[src/rtl/serial_slave_mem.sv]
// serial_slave_mem: bit-serial memory slave for a serial_bus slave port.
// The address and write data arrive LSB first. Words are held in a register
// file, and read data is serialised back LSB first. When SPLIT_EN is set, every
// read releases the bus for SPLIT_LATENCY cycles and then waits for split_grant.
module serial_slave_mem #(
    parameter int ADDR_WIDTH     = 12,
    parameter int DATA_WIDTH     = 8,
    parameter int MEM_ADDR_WIDTH = 8,
    parameter int READ_LATENCY   = 1,
    parameter int SPLIT_EN       = 0,
    parameter int SPLIT_LATENCY  = 4
) (
    input  logic clk,
    input  logic rstn,
    input  logic swdata,
    input  logic swvalid,
    input  logic smode,
    output logic srdata,
    output logic srvalid,
    output logic sready,
    output logic ssplit,
    input  logic split_grant
);

    localparam int DEPTH   = 1 << MEM_ADDR_WIDTH;
    localparam int MAX_AD  = (ADDR_WIDTH > DATA_WIDTH) ? ADDR_WIDTH : DATA_WIDTH;
    localparam int MAX_LT  = (READ_LATENCY > SPLIT_LATENCY) ? READ_LATENCY : SPLIT_LATENCY;
    localparam int MAX_CNT = (MAX_AD > MAX_LT) ? MAX_AD : MAX_LT;
    localparam int CNT_W   = $clog2(MAX_CNT + 1);

    typedef enum logic [2:0] {
        IDLE       = 3'd0,
        ADDR       = 3'd1,
        WDATA      = 3'd2,
        WRITE      = 3'd3,
        RLAT       = 3'd4,
        SPLIT_WAIT = 3'd5,
        SPLIT_REQ  = 3'd6,
        RDATA      = 3'd7
    } state_t;

    logic [DATA_WIDTH-1:0]     mem_r [DEPTH];
    state_t                    state_r;
    logic [CNT_W-1:0]          cnt_r;
    logic                      mode_r;
    logic [MEM_ADDR_WIDTH-1:0] idx_r;
    logic [DATA_WIDTH-1:0]     wdata_r;
    logic [DATA_WIDTH-1:0]     rd_word_r;
    logic                      sready_r;
    logic                      srvalid_r;
    logic                      srdata_r;
    logic                      ssplit_r;

    logic [DATA_WIDTH-1:0]     mem_rd_s;
    logic                      first_bit_s;
    logic                      mode_cur_s;
    logic                      last_addr_s;
    logic                      last_data_s;
    logic                      lat_done_s;
    logic                      split_done_s;
    logic                      rd_done_s;

    // Select bit i of a word. A compare loop is used here instead of a
    // variable index, so the counter width does not have to match the word.
    function automatic logic bit_at(input logic [DATA_WIDTH-1:0] w,
                                    input logic [CNT_W-1:0] i);
        logic b;
        b = 1'b0;
        for (int k = 0; k < DATA_WIDTH; k++) begin
            if (i == CNT_W'(k)) begin
                b = w[k];
            end
        end
        return b;
    endfunction

    assign srdata  = srdata_r;
    assign srvalid = srvalid_r;
    assign sready  = sready_r;
    assign ssplit  = ssplit_r;

    // Memory read port and phase-end decodes derived from the bit counter.
    always_comb begin
        mem_rd_s     = mem_r[idx_r];
        // The first read cycle uses the array directly, because rd_word_r is still loading.
        first_bit_s  = (cnt_r == {CNT_W{1'b0}}) ? mem_rd_s[0] : rd_word_r[0];
        // smode counts only with the first address bit, so later values are not sampled.
        mode_cur_s   = (state_r == IDLE) ? smode : mode_r;
        last_addr_s  = (cnt_r == CNT_W'(ADDR_WIDTH - 1));
        last_data_s  = (cnt_r == CNT_W'(DATA_WIDTH - 1));
        lat_done_s   = (cnt_r == CNT_W'(READ_LATENCY - 1));
        split_done_s = (cnt_r == CNT_W'(SPLIT_LATENCY - 1));
        rd_done_s    = (cnt_r == CNT_W'(DATA_WIDTH));
    end

    // Transaction FSM: deserialise, sequence the latency or split, serialise read data.
    always_ff @(posedge clk or negedge rstn) begin
        if (!rstn) begin
            state_r   <= IDLE;
            cnt_r     <= {CNT_W{1'b0}};
            mode_r    <= 1'b0;
            idx_r     <= {MEM_ADDR_WIDTH{1'b0}};
            wdata_r   <= {DATA_WIDTH{1'b0}};
            rd_word_r <= {DATA_WIDTH{1'b0}};
            sready_r  <= 1'b1;
            srvalid_r <= 1'b0;
            srdata_r  <= 1'b0;
            ssplit_r  <= 1'b0;
        end else begin
            case (state_r)
                IDLE, ADDR: begin
                    if (swvalid) begin
                        if (state_r == IDLE) begin
                            mode_r <= smode;
                        end
                        // Keep only the low index bits. Upper address bits alias.
                        for (int i = 0; i < MEM_ADDR_WIDTH; i++) begin
                            if (cnt_r == CNT_W'(i)) begin
                                idx_r[i] <= swdata;
                            end
                        end
                        if (last_addr_s) begin
                            cnt_r <= {CNT_W{1'b0}};
                            if (mode_cur_s) begin
                                state_r <= WDATA;
                            end else begin
                                sready_r <= 1'b0;
                                if (SPLIT_EN != 0) begin
                                    state_r  <= SPLIT_WAIT;
                                    ssplit_r <= 1'b1;
                                end else begin
                                    state_r <= RLAT;
                                end
                            end
                        end else begin
                            state_r <= ADDR;
                            cnt_r   <= cnt_r + CNT_W'(1);
                        end
                    end
                end
                WDATA: begin
                    if (swvalid) begin
                        for (int i = 0; i < DATA_WIDTH; i++) begin
                            if (cnt_r == CNT_W'(i)) begin
                                wdata_r[i] <= swdata;
                            end
                        end
                        if (last_data_s) begin
                            state_r  <= WRITE;
                            sready_r <= 1'b0;
                            cnt_r    <= {CNT_W{1'b0}};
                        end else begin
                            cnt_r <= cnt_r + CNT_W'(1);
                        end
                    end
                end
                WRITE: begin
                    state_r  <= IDLE;
                    sready_r <= 1'b1;
                end
                RLAT: begin
                    if (cnt_r == {CNT_W{1'b0}}) begin
                        rd_word_r <= mem_rd_s;
                    end
                    if (lat_done_s) begin
                        state_r   <= RDATA;
                        srvalid_r <= 1'b1;
                        srdata_r  <= first_bit_s;
                        cnt_r     <= CNT_W'(1);
                    end else begin
                        cnt_r <= cnt_r + CNT_W'(1);
                    end
                end
                SPLIT_WAIT: begin
                    if (cnt_r == {CNT_W{1'b0}}) begin
                        rd_word_r <= mem_rd_s;
                    end
                    if (split_done_s) begin
                        state_r  <= SPLIT_REQ;
                        ssplit_r <= 1'b0;
                        cnt_r    <= {CNT_W{1'b0}};
                    end else begin
                        cnt_r <= cnt_r + CNT_W'(1);
                    end
                end
                SPLIT_REQ: begin
                    if (split_grant) begin
                        state_r   <= RDATA;
                        srvalid_r <= 1'b1;
                        srdata_r  <= rd_word_r[0];
                        cnt_r     <= CNT_W'(1);
                    end
                end
                RDATA: begin
                    if (rd_done_s) begin
                        state_r   <= IDLE;
                        srvalid_r <= 1'b0;
                        srdata_r  <= 1'b0;
                        sready_r  <= 1'b1;
                        cnt_r     <= {CNT_W{1'b0}};
                    end else begin
                        srdata_r <= bit_at(rd_word_r, cnt_r);
                        cnt_r    <= cnt_r + CNT_W'(1);
                    end
                end
                default: begin
                    state_r   <= IDLE;
                    cnt_r     <= {CNT_W{1'b0}};
                    sready_r  <= 1'b1;
                    srvalid_r <= 1'b0;
                    srdata_r  <= 1'b0;
                    ssplit_r  <= 1'b0;
                end
            endcase
        end
    end

    // Register-file write. A reset takes the FSM out of WRITE, so a partial write is never committed.
    always_ff @(posedge clk) begin
        if (state_r == WRITE) begin
            mem_r[idx_r] <= wdata_r;
        end
    end

endmodule

[config.mk]
export PLATFORM = sky130hd
export DESIGN_NAME = serial_slave_mem
export DESIGN_NICKNAME = d
export VERILOG_FILES = /design/src/rtl/serial_slave_mem.sv
export SDC_FILE = /design/constraint.sdc
export NUM_CORES = 2
export LEC_CHECK = 0
export ABC_AREA = 0
export CAP_MARGIN = 20
export CORE_ASPECT_RATIO = 1.1
export CORE_UTILIZATION = 40
export DETAILED_ROUTE_END_ITERATION = 6
export PLACE_DENSITY_LB_ADDON = 0.1
export RECOVER_POWER = 50
export SLEW_MARGIN = 20
export SYNTH_ARGS = -nofsm -noshare
export SYNTH_HDL_FRONTEND = slang
export SYNTH_SLANG_ARGS = --single-unit
[constraint.sdc]
create_clock -name clk -period 4.65 [get_ports clk]
set_input_delay 0.93 -clock clk [delete_from_list [all_inputs] [get_ports clk]]
set_output_delay 0.93 -clock clk [all_outputs]
set_load 0.03 [all_outputs]
==> results.txt <==
----------------------------------------------------
[CTS]
  Clk pin slew, worst setup/hold paths ... about 0.07 ns
  Buffer count from post-CTS setup fixing ... 0
  Number of sinks handled by clock tree synthesis ... roughly 2,100
  Number of buffers on the longest clock path ... 3
  Total of hold buffers inserted after clock tree synthesis ... 0
  Clock Latency Late Sink ... about 0.9 ns
  Clock tree from TritonCTS ... done
  Total CTS buffers ... approximately 210
  Cell at the root of the clock tree ... clkbuf_16
  H-tree depth ... 4
  Number of gates resized after CTS ... 0

[Worst setup path]
  Setup crit start ... idx_r[0]$_DFFE_PN0P_
  Sort of element at the start of the critical path ... flop
  Required time of the critical path ... about 5.4 ns
  Startpoint of the worst-slack reg-to-reg timing path ... idx_r[0]$_DFFE_PN0P_
  Crit Path Category ... reg2reg
  Critical path's slowest cell ... dfrtp_4
  Largest incremental delay on the critical path ... 0.80 ns
  Critical path peak fanout ... 26
  Setup crit end kind ... flop
  Cell breakdown of the critical path ... buf_12, buf_12, buf_4, mux4_2, mux2i_1, o21ai_0, nor4_1, buf_4, nand4_1, mux2_2
  Arrival time at the worst endpoint ... 4.98 ns

[Synthesis]
  Post-Synthesis Net Count ... 3,940
  Number of warnings printed during yosys synthesis ... 0
  Cell taking the most area after synthesis ... edfxtp_1
  Synthesized area per cell ... around 21 µm²
  Share of synthesized flip-flops with an asynchronous set or reset ... 0.0168
  Number of unique standard cell types used by synthesis ... 70
  Fraction of the yosys area taken by sequential cells ... 0.765
  Number of storage elements in the synthesis netlist ... around 2,100
  Number of enable-type register cells in the synthesized netlist ... between 2,000 and 2,500
  Post-Synthesis Cell Area ... between 80,000 and 90,000 µm²
  Synth top area share ... 0.754
  Syn Inst Count ... roughly 4,000
  Primary flip-flop cell chosen by synthesis mapping ... edfxtp_1
  Largest cells by area after synthesis ... edfxtp_1 (75%), mux4_2 (14%), mux2i_1 (1.8%)

[STA]
  Fmax achieved ... 237 MHz
  Hold Vio Cnt, Final ... 0
  Final Max Tran Viols ... 1,271
  RSZ-0062 raised after global routing ... false
  Min Tclk post-route ... about 4.2 ns
  Post-route fraction of the period consumed by the critical path ... 0.909
  Fin Setup TNS ... 0 ns
  Worst slew slack as a fraction of its limit ... -1.11
  Setup skew after layout ... ~0.044 ns
  Transition time at the pin with the least slew margin ... about 3.2 ns
  Final setup vio count ... 0

[Drt]
  Vias after detailed routing ... about 42,000
  DRC violations left ... 2
  Total detailed-routing wirelength ... ~240,000 µm
  Number of nets still failing antenna checks after routing ... 0
  Starting DRT DRC Count ... around 4,500
  Number of optimization iterations in the first detailed-route pass ... 7
  Vias per Instance ... between 5 and 6
  WL/cell ... between 30 and 40 µm

[GRT]
  Wire length of the first global-routing pass ... ~340,000 µm
  Largest net degree at the start of global routing ... ~150
  Number of global-route vias before repair ... 42,100
  Antenna violations before repair ... 4
  Congestion Overflow GR ... 0
  Tot GR Track Use ... 0.239

[Pwr]
  Leakage power summed over all cells ... 29.9 nW
  Overall power ... around 55 mW
  Power density over the cells ... ~590 nW/µm²
  VDD IR-drop max ... roughly 0.64 mV

[Cells and area]
  Area Growth Syn to Fin ... 15.2%
  Leading cell types in the layout, fill and taps excluded ... edfxtp_1 (2,048), mux4_2 (500), buf_4 (344)
  Final Net Count ... 4,306
  Number of cells in the finished layout apart from fillers ... ~7,000
  Fraction of layout cells with a size suffix above 1 ... 0.278
  Core utilization of the finished layout ... 0.465
  Most common library cell in the layout ignoring fill and taps ... edfxtp_1

[Status]
  Failing checks ... DRC, capacitance limit, slew limit
  Run status ... finished with violations

[Placed design]
  DP HPWL ... about 160,000 µm
  Weighted congestion at the end of routability-driven global placement ... between 0.8 and 0.9
  I/O Buffers ... 8
  Cell total after placement ... 6,794

[Worst hold path]
  Beginning of the worst hold path ... mode_r$_DFFE_PN0P_
  HP Class ... reg2reg

[Die]
  Height of the chip ... 475 µm
  I/O pin count ... 10
  Initial core utilization ... 0.403
  Die width ... 432 µm
  Floorplan die area ... a little over 200,000 µm²
  Number of rows created at floorplan ... approximately 170
  Placeable core region ... 202,000 µm²

[Flow run]
  # Max-Cap Violations ... 16

----------------------------------------------------
## state kept, by name (all words and copies together), names as in the netlist
name / flops
mem_r: 2048
srdata: 1
sready: 1
idx_r: 8
cnt_r: 4
mode_r: 1
wdata_r: 8
state_r: 3
rd_word_r: 8
srvalid: 1
## final timing paths
check,end,slack (ns),cells past startpoint
max,rd_word_r[0]$_DFFE_PN0P_,0.42,10
min,mode_r$_DFFE_PN0P_,0.50,1
max reg2reg,rd_word_r[0]$_DFFE_PN0P_,0.42,10
min reg2reg,mode_r$_DFFE_PN0P_,0.50,1
max in group asynchronous,idx_r[1]$_DFFE_PN0P_,2.15,1
min in group asynchronous,wdata_r[3]$_DFFE_PN0P_,0.77,1
## logic make-up after synthesis
| group | Yosys count | share of synthesized area |
|---|---|---|
| flip-flops | 2083 | 0.765 |
| multiplexers | 675 | 0.160 |
| AND/OR/NAND/NOR | 616 | 0.0328 |
| AO/OA/AOI/OAI | 301 | 0.0255 |
| buffers and inverters | 250 | 0.0158 |
| adder cells (fa/ha/maj) | 4 | 0.000614 |
| other | 1 | 0.0000460 |
## worst max-delay path, delay by kind of cell (launching register included)
kind | cells | cell delay [ns]
compound gates | 1 | 0.15
buf+inv | 4 | 0.98
flops | 1 | 0.80
mux | 3 | 1.37
simple gates | 2 | 0.71
## Yosys cell counts, types with 10 or more instances
cell type  instances
clkbuf_1          91
o21ai_0           30
nor2_1           306
nor3_1            38
a211oi_1          16
a221oi_1          10
buf_2             86
nand4_1           20
nand2_1          133
buf_4             33
dfrtp_1           34
mux2i_1          148
nand2b_1          13
buf_6             16
a22oi_1           59
nand3_1           48
edfxtp_1        2048
o22ai_1           27
buf_1             13
mux2_2            27
a21oi_1           55
mux4_2           500
nor2b_1           23
o221ai_1          12
a31oi_1           19
## metal layers
metal / track usage / vias up / wire length [µm]
li1: - / 17100 / -
met1: 0.334 / 22800 / 104000
met2: 0.377 / 1553 / 116000
met3: 0.0414 / 337 / 16100
met4: 0.0861 / 0 / 8860
met5: 0 / - / 0
## stage by stage
step           hold WS [ns]  cell area, µm²  setup WS, ns
6_report              0.502           93900         0.424
5_1_grt               0.534           93900         0.280
4_1_cts               0.168           94000         0.562
3_5_place_dp          0.494           87200         0.604
3_3_place_gp          0.485           87200         0.533
2_1_floorplan         0.465           81500         0.666
## power by group
part	switching, mW	leakage [nW]	internal [mW]
clock	7.30	3.35	9.63
sequential	0.980	19.7	22.7
combinational	9.24	6.83	5.14
total	17.5	29.9	37.5
## cell type report
cell class	count	area [µm²]
fill	17100	108000
sequential	2083	62400
multi-input combinational	1597	17900
clock buffer	248	5470
tap	2712	3390
timing repair buffer	392	3280
clock inverter	139	1380
inverter	11	48.8
antenna	4	10.0
(Power assumes the default switching activity.)
